### src/rtl/colour_pkg.sv
// colour_pkg: shared types and constants for the RGB 3:3:2 -> 12-sector HSV
// converter and its sequential divider.
//   state_t  : converter FSM encoding
//   calc_t   : per-pixel operands latched in CALC
//   expand_b : 2-bit blue to 3-bit scale
package colour_pkg;

  typedef enum logic [2:0] {
    IDLE  = 3'd0,
    CALC  = 3'd1,
    DIV_S = 3'd2,
    DIV_H = 3'd3,
    DONE  = 3'd4
  } state_t;

  localparam int HUE_SECTORS = 12;
  localparam int HUE_BASE_R  = 0;
  localparam int HUE_BASE_G  = 4;
  localparam int HUE_BASE_B  = 8;
  localparam int S_SCALE     = 7;
  localparam int DIV_ITER    = 6;
  localparam int LATENCY     = 16;
  localparam int DVD_W       = 6;
  localparam int DVR_W       = 4;

  typedef struct packed {
    logic [2:0] vmax;
    logic [2:0] delta;
    logic [3:0] base;
    logic       neg;
    logic [2:0] diff;
  } calc_t;

  // Replicate the blue MSB so 3 maps to full scale 7.
  function automatic logic [2:0] expand_b(input logic [1:0] bb);
    return {bb, bb[1]};
  endfunction

endpackage

### src/rtl/div_seq.sv
// div_seq: 6/4-bit restoring divider, one quotient bit per cycle.
//   clk, rst  : clock, synchronous active-high reset
//   start     : load operands (ignored while busy)
//   dividend  : 6-bit unsigned numerator
//   divisor   : 4-bit unsigned denominator, never 0
//   busy      : iterations in progress
//   done      : high in the cycle whose edge retires the last iteration
//   quotient  : result, valid from the edge after done until the next start
module div_seq
  import colour_pkg::*;
(
  input  logic             clk,
  input  logic             rst,
  input  logic             start,
  input  logic [DVD_W-1:0] dividend,
  input  logic [DVR_W-1:0] divisor,
  output logic             busy,
  output logic             done,
  output logic [DVD_W-1:0] quotient
);

  logic [DVR_W-1:0] rem;
  logic [DVD_W-1:0] dvd;
  logic [DVR_W-1:0] dvr;
  logic [2:0]       cnt;
  logic [DVR_W:0]   trial;

  // Partial remainder stays below the divisor, so one extra bit covers the shift.
  assign trial = {rem, dvd[DVD_W-1]};
  assign done  = busy && (cnt == 3'd1);

  always_ff @(posedge clk) begin
    if (rst) begin
      busy     <= 1'b0;
      cnt      <= '0;
      rem      <= '0;
      dvd      <= '0;
      dvr      <= '0;
      quotient <= '0;
    end else if (start && !busy) begin
      busy     <= 1'b1;
      cnt      <= 3'(DIV_ITER);
      rem      <= '0;
      dvd      <= dividend;
      dvr      <= divisor;
      quotient <= '0;
    end else if (busy) begin
      dvd <= {dvd[DVD_W-2:0], 1'b0};
      if (trial >= {1'b0, dvr}) begin
        rem      <= DVR_W'(trial - {1'b0, dvr});
        quotient <= {quotient[DVD_W-2:0], 1'b1};
      end else begin
        rem      <= DVR_W'(trial);
        quotient <= {quotient[DVD_W-2:0], 1'b0};
      end
      cnt <= cnt - 3'd1;
      if (cnt == 3'd1) busy <= 1'b0;
    end
  end

endmodule

### src/rtl/rgb_to_hsv.sv
// rgb_to_hsv: packed RGB 3:3:2 pixel -> HSV (h 0-11, s 0-7, v 0-7).
//   clk, rst              : clock, synchronous active-high reset
//   in_valid/in_ready, r/g/b    : pixel input handshake
//   out_valid/out_ready, h/s/v  : result output handshake
// Parameter HOLD_LAST: 1 keeps h/s/v after the output handshake, 0 clears them.
// Macro RGB_TO_HSV_FAST_GRAY_EN: gray pixels (delta 0) skip both divisions.
// Fixed flow IDLE -> CALC -> DIV_S -> DIV_H -> DONE; the first DONE cycle
// commits the result, so out_valid rises 16 edges after accept.
module rgb_to_hsv
  import colour_pkg::*;
#(
  parameter bit HOLD_LAST = 1'b1
) (
  input  logic       clk,
  input  logic       rst,
  input  logic       in_valid,
  output logic       in_ready,
  input  logic [2:0] r,
  input  logic [2:0] g,
  input  logic [1:0] b,
  output logic       out_valid,
  input  logic       out_ready,
  output logic [3:0] h,
  output logic [2:0] s,
  output logic [2:0] v
);

  state_t           state, state_nxt;
  logic [2:0]       pix_r, pix_g, pix_b3;
  calc_t            calc;
  logic [2:0]       s_q;
  logic [2:0]       mx, mn, hx, hy;
  logic [3:0]       base;
  logic             accept;
  logic             div_start, div_busy, div_done;
  logic [DVD_W-1:0] div_dividend, div_quot;
  logic [DVR_W-1:0] div_divisor;
  logic [1:0]       hq;
  logic [3:0]       hue_up, hue_dn, hue;

  assign accept = in_valid && in_ready;

  // State register
  always_ff @(posedge clk) begin
    if (rst) state <= IDLE;
    else     state <= state_nxt;
  end

  // Next state
  always_comb begin
    state_nxt = state;
    case (state)
      IDLE:  if (accept) state_nxt = CALC;
      CALC: begin
`ifdef RGB_TO_HSV_FAST_GRAY_EN
        state_nxt = (mx == mn) ? DONE : DIV_S;
`else
        state_nxt = DIV_S;
`endif
      end
      DIV_S: if (div_done) state_nxt = DIV_H;
      DIV_H: if (div_done) state_nxt = DONE;
      DONE:  if (out_valid && out_ready) state_nxt = IDLE;
      default: state_nxt = IDLE;
    endcase
  end

  // FSM outputs; the divider is launched on the first cycle of each DIV state.
  always_comb begin
    in_ready  = (state == IDLE) && !rst;
    div_start = ((state == DIV_S) || (state == DIV_H)) && !div_busy && !rst;
  end

  // Max channel with r > g > b priority on ties, and its hue operand pair.
  always_comb begin
    if (pix_r >= pix_g && pix_r >= pix_b3) begin
      mx = pix_r;  base = 4'(HUE_BASE_R); hx = pix_g;  hy = pix_b3;
    end else if (pix_g >= pix_b3) begin
      mx = pix_g;  base = 4'(HUE_BASE_G); hx = pix_b3; hy = pix_r;
    end else begin
      mx = pix_b3; base = 4'(HUE_BASE_B); hx = pix_r;  hy = pix_g;
    end
    mn = pix_r;
    if (pix_g  < mn) mn = pix_g;
    if (pix_b3 < mn) mn = pix_b3;
  end

  // Divider operands. Zero divisors are replaced by 1; those results are
  // overridden at commit time anyway.
  always_comb begin
    if (state == DIV_H) begin
      div_dividend = {1'b0, calc.diff, 2'b00} + 6'(calc.delta);
      div_divisor  = (calc.delta == 3'd0) ? 4'd1 : {calc.delta, 1'b0};
    end else begin
      div_dividend = 6'(calc.delta) * 6'(S_SCALE);
      div_divisor  = (calc.vmax == 3'd0) ? 4'd1 : {1'b0, calc.vmax};
    end
  end

  // Hue step q is at most 2; base-q wraps through 12 only from the red base.
  always_comb begin
    hq     = (div_quot > 6'd2) ? 2'd2 : div_quot[1:0];
    hue_up = calc.base + {2'b00, hq};
    if (hue_up >= 4'(HUE_SECTORS)) hue_up = hue_up - 4'(HUE_SECTORS);
    if ({2'b00, hq} > calc.base) hue_dn = calc.base + 4'(HUE_SECTORS) - {2'b00, hq};
    else                         hue_dn = calc.base - {2'b00, hq};
    hue = calc.neg ? hue_dn : hue_up;
  end

  div_seq u_div (
    .clk      (clk),
    .rst      (rst),
    .start    (div_start),
    .dividend (div_dividend),
    .divisor  (div_divisor),
    .busy     (div_busy),
    .done     (div_done),
    .quotient (div_quot)
  );

  // Datapath and output registers
  always_ff @(posedge clk) begin
    if (rst) begin
      pix_r     <= '0;
      pix_g     <= '0;
      pix_b3    <= '0;
      calc      <= '0;
      s_q       <= '0;
      out_valid <= 1'b0;
      h         <= '0;
      s         <= '0;
      v         <= '0;
    end else begin
      if (accept) begin
        pix_r  <= r;
        pix_g  <= g;
        pix_b3 <= expand_b(b);
      end
      if (state == CALC)
        calc <= '{vmax:  mx,
                  delta: mx - mn,
                  base:  base,
                  neg:   (hx < hy),
                  diff:  (hx < hy) ? (hy - hx) : (hx - hy)};
      // Saturation quotient is ready when DIV_H relaunches the divider.
      if ((state == DIV_H) && div_start)
        s_q <= (div_quot > 6'd7) ? 3'd7 : div_quot[2:0];
      if (state == DONE) begin
        if (!out_valid) begin
          // delta==0 covers max==0 too; also guards stale values on the gray bypass.
          out_valid <= 1'b1;
          v         <= calc.vmax;
          s         <= (calc.delta == 3'd0) ? 3'd0 : s_q;
          h         <= (calc.delta == 3'd0) ? 4'd0 : hue;
        end else if (out_ready) begin
          out_valid <= 1'b0;
          if (!HOLD_LAST) begin
            h <= '0;
            s <= '0;
            v <= '0;
          end
        end
      end
    end
  end

endmodule

### config.mk
export PLATFORM = sky130hd
export DESIGN_NAME = rgb_to_hsv
export DESIGN_NICKNAME = d
export VERILOG_FILES = /design/src/rtl/colour_pkg.sv /design/src/rtl/div_seq.sv /design/src/rtl/rgb_to_hsv.sv
export SDC_FILE = /design/constraint.sdc
export NUM_CORES = 1
export LEC_CHECK = 0
export BUFFER_PORTS_ARGS = -buffer_cell sky130_fd_sc_hd__buf_4
export CELL_PAD_IN_SITES_DETAIL_PLACEMENT = 0
export CELL_PAD_IN_SITES_GLOBAL_PLACEMENT = 2
export CORE_UTILIZATION = 37
export CTS_BUF_LIST = sky130_fd_sc_hd__clkbuf_8 sky130_fd_sc_hd__clkbuf_16
export DETAILED_ROUTE_END_ITERATION = 6
export GPL_ROUTABILITY_DRIVEN = 0
export GPL_TIMING_DRIVEN = 1
export PLACE_DENSITY_LB_ADDON = 0.1
export SETUP_SLACK_MARGIN = 0.1
export SYNTH_ARGS = -nofsm -noshare
export SYNTH_HDL_FRONTEND = slang
export SYNTH_SLANG_ARGS = --single-unit
### constraint.sdc
create_clock -name clk -period 4.1 [get_ports clk]
set_input_delay 1.23 -clock clk [delete_from_list [all_inputs] [get_ports clk]]
set_output_delay 1.23 -clock clk [all_outputs]
set_load 0.05 [all_outputs]
==> results.md <==
Pwr:
- The static leakage is 1.65 nW.
- Of the total power, registers draw 0.374.
- Of the total power, combinational logic draws 0.305.
- The share of total power dissipated in the clock network is 0.321.
- The switching share of power is 0.348.
- The analysis attributes to net switching a power of 0.000660 W.
- The design internal power is 0.00124 W.
- The power density over the cells is 452 nW/um^2.
- Power comes to 0.00190 W.
- The worst-case IR drop observed on VDD is 0.205 mV.

Floorplanning:
- 24 I/O pins were placed.
- The area enclosed by the die boundary is 10500 sq um.
- The chip width is 102 um.
- For this configuration, the core starts out at a cell density of 0.381.
- The total number of placement rows is 36.
- From bottom edge to top edge, the die measures 102 um.
- In this run the standard cell core region covers 9770 sq um.

Clocking:
- TritonCTS built the clock tree.
- The number of buffers inserted by post-CTS setup repair is 0.
- For this design, the sink count on the clock tree is 61.
- Clock-pin slew was measured on the worst setup and hold paths at 80 ps.
- The number of buffers on the longest clock path is 2.
- The number of buffers created by CTS is 9.
- The post-cts repair resize count is 0.
- For the worst-skew pair, the clock arrives at the later sink with an insertion delay of 340 ps.
- The clock tree root driver cell is sky130_fd_sc_hd__clkbuf_8.
- The number of H-tree branching levels is 3.
- The number of buffers added to fix hold violations after cts is 0.

Layout:
- The antenna diode instance count is 0.
- The net total in the final layout is 514.
- The area growth from synthesis to layout is 12.7%.
- In the final layout, the share of cells above drive strength 1 is 0.118.

Route:
- The count of TritonRoute iterations in the first routing pass is 4.
- Detailed routing inserted a total of 3024 vias.
- In the routed design, unresolved DRC markers number 0.
- The detail-routed via count per cell is 5.06.
- The wire length per cell is 13.9 um.
- For this block, the initial DRC count from the detailed router was 100.
- For this block, the routed nets add up to 8.33 mm of wire.
- The number of nets with antenna violations after routing is 0.

Synthesis:
- The count of mapped cells out of synthesis is 448.
- Summing every instance area after synthesis gives 3720 sq um.
- Yosys printed 0 warnings.
- The count of flip-flops with a built-in enable after synthesis is 0.
- A synthesized cell averages 8.31 sq um.
- The number of nets produced by synthesis is 502.
- Of the synthesized area, sequential elements account for 0.328.
- Among all flip-flop cells after synthesis, the most frequent one is sky130_fd_sc_hd__dfxtp_1.
- Counting flops with an async set or reset pin after synthesis yields a share of 0.
- The flip-flop and latch count after synthesis is 61.
- After synthesis, the netlist uses 54 different library cells.

Global routing:
- The initial antenna violation count came to 0.
- The global router's overall resource usage is 0.174.
- The first-pass GRT wire length is 13.9 mm.
- The global route total overflow is 0.
- The number of global-route vias before repair was 2814.
- Entering global routing, the biggest net connects 53 pins.

Timing:
- The slew at the pin with the worst max-slew slack is 791 ps.
- Derived from the worst setup path, the maximum achievable clock frequency is 0.275 GHz.
- The final period demand of the worst path is 3640 ps.
- The worst clock skew is 11.5 ps.
- The worst setup margin is 457 ps.
- Measured against its own limit, the worst slew margin works out to 0.472.
- Setup repair after global routing left no endpoint under its margin.
- The portion of the clock cycle consumed by the worst path in the final layout is 0.888.
- The setup total negative slack is 0 ps.
- The max-slew violation count was 0.
- The count of final hold-check violations came to 0.
- Setup violations remaining at the end of the flow were counted as 0.

Place:
- Prior to clock tree synthesis, the placed netlist has a worst setup slack of 505 ps.
- The half-perimeter wire length of the detailed placement result is 6.07 mm.
- The count of buffers inserted at the top-level ports is 23.

Setup path:
- The required time of the critical path is 4350 ps.
- The type of the worst setup path is register to register.
- The worst setup slack for register-to-register paths is 460 ps.
- The endpoint class of the critical path is a register.
- Measured in cells, the most critical reg-to-reg path has a length of 14.
- The largest fanout on the critical path is 16.
- The data arrival time of the worst path is 3900 ps.
- The start of the worst register-to-register path is pix_b3[0].
- The worst setup path is launched from a register.
- The end of the worst register-to-register path is calc[2].

Hold path:
- The end point of the worst hold path is h[3].
- The start point of the worst min-delay path is h[3].
- The path class of the tightest hold or removal check is register to register.
- Along the worst hold path, the cell count comes to 2.

Job:
- The number of violations of the max-capacitance limit is 0.

Run status:
- The run finished with clean final reports.
[flip-flops by register name (all words and copies together) (netlist names)]
register and cells:
u_div.cnt 3, u_div.busy 1, pix_g 3, h 4, u_div.rem 4, pix_r 3, pix_b3 2, u_div.quotient 6
u_div.dvr 4, s_q 3, state 3, v 3, s 3, calc 12, out_valid 1, u_div.dvd 6
[cells in the mapped netlist, drive strengths merged, types with 5 or more instances]
library cell	instances	share of area
a211oi	12	0.024
a21oi	37	0.050
buf	13	0.018
clkbuf	12	0.012
dfxtp	61	0.33
fa	7	0.038
ha	35	0.12
inv	27	0.027
mux2i	22	0.059
nand2	57	0.057
nand2b	5	0.0084
nand3	8	0.011
nand3b	6	0.012
nor2	58	0.060
nor2b	6	0.012
nor3	6	0.011
o21ai	20	0.030
o31ai	7	0.015
xnor2	5	0.012
[cell families (layout without fill, tap and decap cells)]
kind of cell | Yosys count | count (layout) | synth area share
AND/OR/NAND/NOR | 164 | 164 | 0.208
AO/OA/AOI/OAI | 96 | 96 | 0.164
flip-flops | 61 | 61 | 0.328
buffers and inverters | 52 | 69 | 0.0572
adder cells (fa/ha/maj) | 42 | 42 | 0.155
multiplexers | 25 | 25 | 0.0683
XOR/XNOR | 8 | 8 | 0.0188
[per-stage QoR]
| step | cells | util | hold slack [ps] | instance area (sq um) |
|---|---|---|---|---|
| after CTS | 598 | 0.429 | 458 | 4190 |
| after global placement | 582 | 0.406 | 443 | 3970 |
| after detailed placement | 582 | 0.406 | 448 | 3970 |
| after floorplan | 448 | - | 441 | 3720 |
| final | 598 | 0.429 | 454 | 4190 |
| after global routing | 598 | 0.429 | 465 | 4190 |
[worst max path at each step]
stage	from	end	cells after the start
floorplan	rst	in_ready	2
global placement	pix_b3[0]	calc[2]	14
detailed placement	pix_b3[0]	calc[2]	14
CTS	pix_b3[0]	calc[2]	14
global route	pix_b3[0]	calc[2]	15
finish	pix_b3[0]	calc[2]	14
[per-layer routing]
| metal | track usage | vias up | part of all wire |
|---|---|---|---|
| li1 | - | 1569 | - |
| met1 | 0.238 | 1399 | 0.52 |
| met2 | 0.274 | 45 | 0.44 |
| met3 | 0.0294 | 11 | 0.029 |
| met4 | 0.0659 | 0 | 0.015 |
| met5 | 0 | - | 0 |
[power groups by stage]
stage | logic (W) | registers (W) | clock network, W
finish | 0.000578 | 0.000709 | 0.000609
global route | 0.000663 | 0.000719 | 0.000656
CTS | 0.000587 | 0.000709 | 0.000630
detailed placement | 0.000584 | 0.000723 | 0
global placement | 0.000579 | 0.000722 | 0
floorplan | 0.000491 | 0.000686 | 0
[worst max-delay path: stages, from the launching register on]
cell and delay [ps]:
sky130_fd_sc_hd__dfxtp_1 550, sky130_fd_sc_hd__inv_1 200, sky130_fd_sc_hd__ha_1 340, sky130_fd_sc_hd__nand2_1 90, sky130_fd_sc_hd__o21ai_4 400, sky130_fd_sc_hd__a21oi_1 130
sky130_fd_sc_hd__o21ai_0 480, sky130_fd_sc_hd__inv_1 180, sky130_fd_sc_hd__ha_1 310, sky130_fd_sc_hd__nor2b_1 120, sky130_fd_sc_hd__o21ai_0 140, sky130_fd_sc_hd__nand2b_1 130
sky130_fd_sc_hd__mux2i_1 150, sky130_fd_sc_hd__xnor2_1 130, sky130_fd_sc_hd__a211oi_1 210
[placed cells by master, fill, tap and decap left out, types with 3 or more instances in the layout]
cell	count
sky130_fd_sc_hd__o21ai_0	19
sky130_fd_sc_hd__buf_4	26
sky130_fd_sc_hd__and2_1	4
sky130_fd_sc_hd__nor3_1	5
sky130_fd_sc_hd__nand3_1	8
sky130_fd_sc_hd__nand2b_1	5
sky130_fd_sc_hd__nor2_1	56
sky130_fd_sc_hd__nand3b_1	6
sky130_fd_sc_hd__xor2_1	3
sky130_fd_sc_hd__a21oi_1	37
sky130_fd_sc_hd__nor2b_1	5
sky130_fd_sc_hd__nand2_1	57
sky130_fd_sc_hd__nand4_1	4
sky130_fd_sc_hd__dfxtp_1	61
sky130_fd_sc_hd__a211oi_1	12
sky130_fd_sc_hd__inv_1	27
sky130_fd_sc_hd__clkbuf_8	9
sky130_fd_sc_hd__xnor2_1	5
sky130_fd_sc_hd__mux2i_1	22
sky130_fd_sc_hd__fa_1	7
sky130_fd_sc_hd__mux2_2	3
sky130_fd_sc_hd__o31ai_1	6
sky130_fd_sc_hd__ha_1	35
[cell type report]
class	instances	area (sq um)
clock buffers	9	124
clock inverters	7	98.8
fillers	1023	5580
inverters	27	101
multi-input cells	335	2290
flip-flops and latches	61	1220
well taps	133	166
repair buffers	26	195
(Power assumes the default switching activity.)
